## src/rtl/game_sequencer.sv

```systemverilog
// -----------------------------------------------------------------------------
// game_sequencer
//
// Top-level controller for a "repeat the sequence" memory game. It builds a
// random digit sequence one nibble per cycle, asks the display block to play
// it back, enables the checker while the player answers, and keeps level,
// lives and score until the game is won or lost.
//
// Ports:
//   clk           - single clock, rising edge
//   rst           - synchronous active-high reset (highest priority)
//   start         - pulse: begin/restart a game (only honoured in IDLE/OVER/WIN)
//   rnd_in[3:0]   - random digit, sampled once per GEN cycle
//   display_done  - pulse from display block when playback has finished
//   correct       - pulse from checker: whole sequence entered correctly
//   incorrect     - pulse from checker: a wrong digit was entered
//   S_out[19:0]   - target sequence, digit i at S_out[19-4i -: 4]
//   LVL[2:0]      - current level (1..MAX_LVL) == sequence length
//   display_start - one-cycle playback request, high while in SHOW
//   check_en      - high while in PLAY
//   lives[1:0]    - remaining lives
//   score[7:0]    - accumulated score, saturating at 255
//   game_over     - high while in OVER
//   win           - high while in WIN
// -----------------------------------------------------------------------------
module game_sequencer #(
    parameter int          MAX_LVL     = 5,
    parameter int          START_LIVES = 3,
    parameter logic [15:0] TIMEOUT     = 16'd5000
) (
    input  logic        clk,
    input  logic        rst,
    input  logic        start,
    input  logic [3:0]  rnd_in,
    input  logic        display_done,
    input  logic        correct,
    input  logic        incorrect,
    output logic [19:0] S_out,
    output logic [2:0]  LVL,
    output logic        display_start,
    output logic        check_en,
    output logic [1:0]  lives,
    output logic [7:0]  score,
    output logic        game_over,
    output logic        win
);

    localparam logic [2:0] MAX_LVL_L     = 3'(MAX_LVL);
    localparam logic [1:0] START_LIVES_L = 2'(START_LIVES);

    typedef enum logic [3:0] {
        IDLE,
        GEN,
        SHOW,
        WAIT_DISP,
        PLAY,
        PASS,
        FAIL,
        OVER,
        WIN
    } state_t;

    state_t      state;
    state_t      state_next;
    logic [2:0]  gen_cnt;   // digits generated so far at this level
    logic [15:0] tcnt;      // cycles spent in PLAY

    function automatic logic [7:0] sat_add(input logic [7:0] a, input logic [2:0] b);
        logic [8:0] sum;
        sum = {1'b0, a} + {6'b0, b};
        return sum[8] ? 8'hFF : sum[7:0];
    endfunction

    // Next-state logic
    always_comb begin
        state_next = state;
        case (state)
            IDLE, OVER, WIN: begin
                if (start)
                    state_next = GEN;
            end
            GEN: begin
                if (gen_cnt + 3'd1 == LVL)
                    state_next = SHOW;
            end
            SHOW: state_next = WAIT_DISP;
            WAIT_DISP: begin
                if (display_done)
                    state_next = PLAY;
            end
            PLAY: begin
                // A wrong digit or an expired timer beats a simultaneous correct.
                if (incorrect || (tcnt == TIMEOUT - 16'd1))
                    state_next = FAIL;
                else if (correct)
                    state_next = PASS;
            end
            PASS: state_next = (LVL == MAX_LVL_L) ? WIN : GEN;
            FAIL: state_next = (lives <= 2'd1) ? OVER : SHOW;
            default: state_next = IDLE;
        endcase
    end

    // State register and registered outputs
    always_ff @(posedge clk) begin
        if (rst) begin
            state         <= IDLE;
            S_out         <= 20'd0;
            LVL           <= 3'd1;
            lives         <= START_LIVES_L;
            score         <= 8'd0;
            display_start <= 1'b0;
            check_en      <= 1'b0;
            game_over     <= 1'b0;
            win           <= 1'b0;
            tcnt          <= 16'd0;
            gen_cnt       <= 3'd0;
        end else begin
            state <= state_next;

            // Status outputs are decoded from the next state so that they are
            // registered yet line up exactly with the state they describe.
            display_start <= (state_next == SHOW);
            check_en      <= (state_next == PLAY);
            game_over     <= (state_next == OVER);
            win           <= (state_next == WIN);

            case (state)
                IDLE, OVER, WIN: begin
                    if (start) begin
                        LVL     <= 3'd1;
                        lives   <= START_LIVES_L;
                        score   <= 8'd0;
                        S_out   <= 20'd0;
                        gen_cnt <= 3'd0;
                        tcnt    <= 16'd0;
                    end
                end
                GEN: begin
                    // First generated digit lands in the most significant nibble.
                    for (int i = 0; i < 5; i++) begin
                        if (gen_cnt == 3'(i))
                            S_out[19-4*i -: 4] <= rnd_in;
                    end
                    gen_cnt <= gen_cnt + 3'd1;
                end
                WAIT_DISP: begin
                    if (display_done)
                        tcnt <= 16'd0;
                end
                PLAY: begin
                    tcnt <= tcnt + 16'd1;
                end
                PASS: begin
                    score <= sat_add(score, LVL);
                    if (LVL != MAX_LVL_L) begin
                        LVL     <= LVL + 3'd1;
                        S_out   <= 20'd0;
                        gen_cnt <= 3'd0;
                    end
                end
                FAIL: begin
                    if (lives != 2'd0)
                        lives <= lives - 2'd1;
                end
                default: ;
            endcase
        end
    end

endmodule

```

## config.mk

```make
export PLATFORM = sky130hd
export DESIGN_NAME = game_sequencer
export DESIGN_NICKNAME = d
export VERILOG_FILES = /design/src/rtl/game_sequencer.sv
export SDC_FILE = /design/constraint.sdc
export NUM_CORES = 1
export LEC_CHECK = 0
export BUFFER_PORTS_ARGS = -buffer_cell sky130_fd_sc_hd__buf_2
export CAP_MARGIN = 30
export CORE_UTILIZATION = 35
export DETAILED_ROUTE_END_ITERATION = 6
export PLACE_DENSITY_LB_ADDON = 0.15
export SETUP_SLACK_MARGIN = 0.02
export SYNTH_ARGS = -nofsm -noshare
export SYNTH_HDL_FRONTEND = slang
export SYNTH_SLANG_ARGS = --single-unit
```

## constraint.sdc

```tcl
create_clock -name clk -period 3.11 [get_ports clk]
set_clock_uncertainty 0.2 [all_clocks]
set_input_delay 0.622 -clock clk [delete_from_list [all_inputs] [get_ports clk]]
set_output_delay 0.622 -clock clk [all_outputs]
set_load 0.03 [all_outputs]
```

* Word level (Yosys, flattened, before mapping)
Index checks and enable logic that the tools add are counted.
Cells by class: add/sub/neg operators 5, multipliers 0, divide/modulo/power cells 0, $lt $le $gt $ge 1, equality and inequality tests 29, shifts and indexed selects 0, muxes and demuxes 31, bitwise gates (word level) 0, reduce and logical (&&, ||, !) cells 19
Operator list (number):
- $pmux W20 S3 | 1
- $pmux W16 S3 | 1
- $mux W4 | 11
- $mux W20 | 2
- $mux W16 | 2
- $pmux W4 S7 | 1
- $eq A4 B3 Y1 const B | 6
- $reduce_and A4 Y1 | 5
- $ne A2 B2 Y1 const B | 9
- $add A16 B1 Y16 const B | 1
- $eq A16 B13 Y1 const B | 1
- $mux W8 | 2
- $pmux W8 S2 | 1
- $mux W3 | 5
- $eq A4 B2 Y1 const B | 3
- $reduce_and A3 Y1 | 4
- $add A8 B3 Y9 | 1
- $pmux W3 S3 | 1
- $eq A4 B4 Y1 const B | 2
- $add A3 B1 Y3 const B | 2
- $eq A3 B2 Y1 const B | 2
- $eq A3 B3 Y1 const B | 2
- $pmux W3 S2 | 1
- $reduce_bool A2 Y1 | 3
- 14 further kinds | 16
Storage, ports and cells: bits in registers 60, bits in latches 0, memory bits (writable) 0, memory bits (read-only) 0, input port bits 10, output and inout port bits 37, word-level logic and storage cells 100, memories 0

* Logic depth before layout (Yosys ltp)
depth in word-level cells 5, mapped depth 8, gate-level depth less buffers 8

* Worst setup path before layout
No wires, ideal clock.
kind reg2reg, start reg LVL[0], end reg score[5], library setup time 0.091 ns, arrival time 2.226 ns, data required time 2.819 ns, slack 0.594 ns, cell stages (with the launch flop) 8, path buffers 0, period minus slack after synthesis 2.516 ns, cell sequence dfxtp_1 ha_1 inv_1 fa_1 nor2b_1 o21ai_0 or3_1 a311oi_1
On the way: cells in the longest elaborated chain, start to end 3
Ends and longest elaborated chain:
- start, declared | line 39 | output logic [2:0] LVL,
- start signal, assigned | line 157 | LVL <= LVL + 3'd1;
- $add A8 B3 Y9 | line 70 | sum = {1'b0, a} + {6'b0, b};
- $mux W8 | line 71 | return sum[8] ? 8'hFF : sum[7:0];
- $pmux W8 S2 | line 128 | case (state)
- end signal, assigned | line 155 | score <= sat_add(score, LVL);
- end, declared | line 43 | output logic [7:0] score,
Every way passes these cells. A chain may end at the register's enable or synchronous reset.

* Worst setup path in the final report
Ends and elaborated chain as after synthesis.

==> results by group <==
Synth
  – Seq/Total Area, Yosys: 38.8%
  – Top post-synthesis cells by count: dfxtp_1, nor2_1, nand2_1
  – Multiplexer area fraction after synthesis: 0.728%
  – Post-synthesis xor/xnor area fraction: 5.10%
  – Adder-Cell Fraction of Synth Area: 5.91%
  – Cell taking the most area after synthesis: dfxtp_1
  – FFs w/ async S/R, synth: 0%
  – Ys flop type: dfxtp_1
  – Compound-Gate Fraction of Synth Area: 21.4%
  – Distinct cells, synth: 59
  – Synth Register Bits: 60
  – Post-Syn Area: 3090 um^2
  – Syn. warnings: 0
  – Syn_nets: 374
  – Largest family of logic cells by synthesized area: simple AND/OR/NAND/NOR gates
  – Post-synth EDFFs: 0
  – Post-Syn Instances: 350
  – Synth Area in Simple Gates: 23.7%
  – Top-area cell type share of the netlist area: 38.8%
  – Avg Cell Area, Syn: 8.84 um^2
  – Count leader, synth: dfxtp_1
  – Top cells by area, synth: dfxtp_1, nor2_1, ha_1

Floorplan
  – Die Height: 96.0 um
  – I/O pins: 47
  – Row count: 33
  – Core footprint: 8380 um^2
  – Full die area: 9220 um^2
  – Initial Util: 36.9%
  – Die W: 96.0 um

Hold path
  – Hold crit path type: reg2reg
  – Hold Startpoint: S_out[3]
  – Hold Path Depth: 2

Global route
  – Grt total ovfl: 0
  – Vias in the first global route: 2487
  – Total GRT Usage: 16.8%
  – Antenna violations before repair: 0
  – First-pass GRT wire length: 11.8 mm
  – Largest net degree at the start of global routing: 29

Timing
  – Tcrit/Tclk final: 80.0%
  – TNS Setup: 0 ps
  – Max Transition Viols Final: 0
  – Final hold violations: 0
  – Max Fclk: 402 MHz
  – Final setup fails: 0
  – RSZ-0062 raised after global routing: false
  – Worst-Margin Slew: 650 ps
  – Rel. slew slack: 56.6%
  – Crit path time final: 2490 ps

Placed design
  – GPL Wtd Cong: 0.836
  – Area after DPL: 3420 um^2
  – Number of I/O port buffers: 46
  – Post-DP HPWL: 5.05 mm

Clock network
  – TritonCTS clock tree: done
  – Post-cts resize count: 0
  – Setup Fix Bufs, Post-CTS: 0
  – TritonCTS buffer count: 9
  – Htree depth: 3
  – Clock Latency Late Sink: 340 ps
  – Clk sinks: 60
  – CTS Buffer Depth: 2
  – Hold_buf cts: 0
  – Clock transition at path regs: 80 ps
  – CTS root buf: clkbuf_8

Flow run
  – Number of max-cap violations: 0

Critical path
  – Worst-case reg-to-reg path depth: 7
  – Slowest stage cell, crit path: or3_1
  – Cells along the critical path: ha_1, inv_1, fa_1, nor2b_1, o21ai_0, or3_1, a311oi_1
  – CP Data Arrival Time: 2540 ps
  – Critical path endpoint category: flop
  – CP max stage delay: 480 ps
  – CP startpoint: LVL[0]
  – WS Path Type: reg2reg
  – Crit Path Max Fanout: 6
  – Reg2Reg Launch Point: LVL[0]
  – WP data required: 3160 ps
  – Startpoint class of the critical path: flop

Routing
  – Detailed Routing Iterations Pass 1: 4
  – DRC Markers: 0
  – DR WL/cell: 14.1 um
  – Initial drt markers: 101
  – Remaining antenna violation count: 0
  – Routed WL: 7.16 mm
  – Avg Vias per Cell: 5.18
  – Total number of vias: 2631

Layout
  – Fin nets: 422
  – Util after Layout: 43.1%
  – Layout cells sized above 1: 21.6%
  – Final Cell Area: 3620 um^2
  – Area grow syn2layout: 16.9%
  – Antenna Cells: 0
  – Fill cells: 859

Pwr
  – Seq pwr share: 39.6%
  – Power per standard cell area: 615 nW/um^2
  – Switch share: 36.8%
  – Clock power share: 31.0%
  – Comb power frac: 29.4%
  – Leak: 1.36 nW
  – Int Pwr: 1.40 mW
  – Peak supply drop: 0.253 mV
  – Switching power: 0.819 mW

Status
  – Status: finished clean
cells in the final DEF (no fill, tap or decap), types with 10 or more instances in the layout:
master / count
a22oi_1: 20
nand2_1: 24
a21oi_1: 13
ha_1: 13
nand3_1: 10
dfxtp_1: 60
buf_2: 46
inv_1: 17
xnor2_1: 16
nor2_1: 59
worst paths after layout:
| path | endpoint | slack, ps |
|---|---|---|
| max | score[5] | 620 |
| min | S_out[3] | 290 |
| max reg2reg | score[5] | 620 |
| min reg2reg | S_out[3] | 290 |
power by group through the flow:
| stage | Combinational (mW) | Sequential (mW) | Clock, mW |
|---|---|---|---|
| detailed placement | 0.651 | 0.899 | 0 |
| global placement | 0.654 | 0.897 | 0 |
| CTS | 0.656 | 0.881 | 0.711 |
| floorplan | 0.490 | 0.897 | 0 |
| finish | 0.652 | 0.880 | 0.690 |
| global route | 0.724 | 0.890 | 0.745 |
cells by family after synthesis:
| family | Yosys count |
|---|---|
| simple gates | 142 |
| compound gates | 83 |
| flops | 60 |
| buf+inv | 31 |
| xor+xnor | 18 |
| fa+ha+maj | 14 |
| mux | 2 |
flip-flops by register name, summed over array words and instances, names as in the netlist, 2 cells and up:
register and count:
LVL 3, S_out 20, gen_cnt 3, lives 2
tcnt 16, state 4, score 8
final cells by class:
cell class                      count  area [um^2]  area share, %
Inverter                           17         63.8           1.76
Clock buffer                        9          124           3.43
Sequential cell                    60         1200           33.2
Clock inverter                      7         67.6           1.87
Multi-Input combinational cell    259         1760           48.7
Timing Repair Buffer               51          268           7.40
Tap cell                          105          131           3.63
per-layer routing:
layer / GRT usage [%] / routed length, um
met5: 0 / 0
met4: 4.98 / 94
met3: 5.06 / 258
met2: 26.7 / 3320
met1: 21.8 / 3490
worst max-delay path: cells and delay by family (launching register included):
kind	cells	cell delay [ps]
AOI/OAI and AO/OA	2	430
adders and majority gates	2	580
buffers and inverters	1	50
DFF	1	470
and+or+nand+nor	2	670
through the flow:
step | setup WS [ps] | instances | hold WS (ps) | total power, mW
after floorplan | 594 | 350 | 269 | 1.39
after global placement | 699 | 492 | 277 | 1.55
after detailed placement | 635 | 492 | 287 | 1.55
after CTS | 610 | 508 | 300 | 2.25
after global routing | 402 | 508 | 328 | 2.36
final | 623 | 508 | 295 | 2.22
No activity file was read; power rests on OpenSTA's default activity.
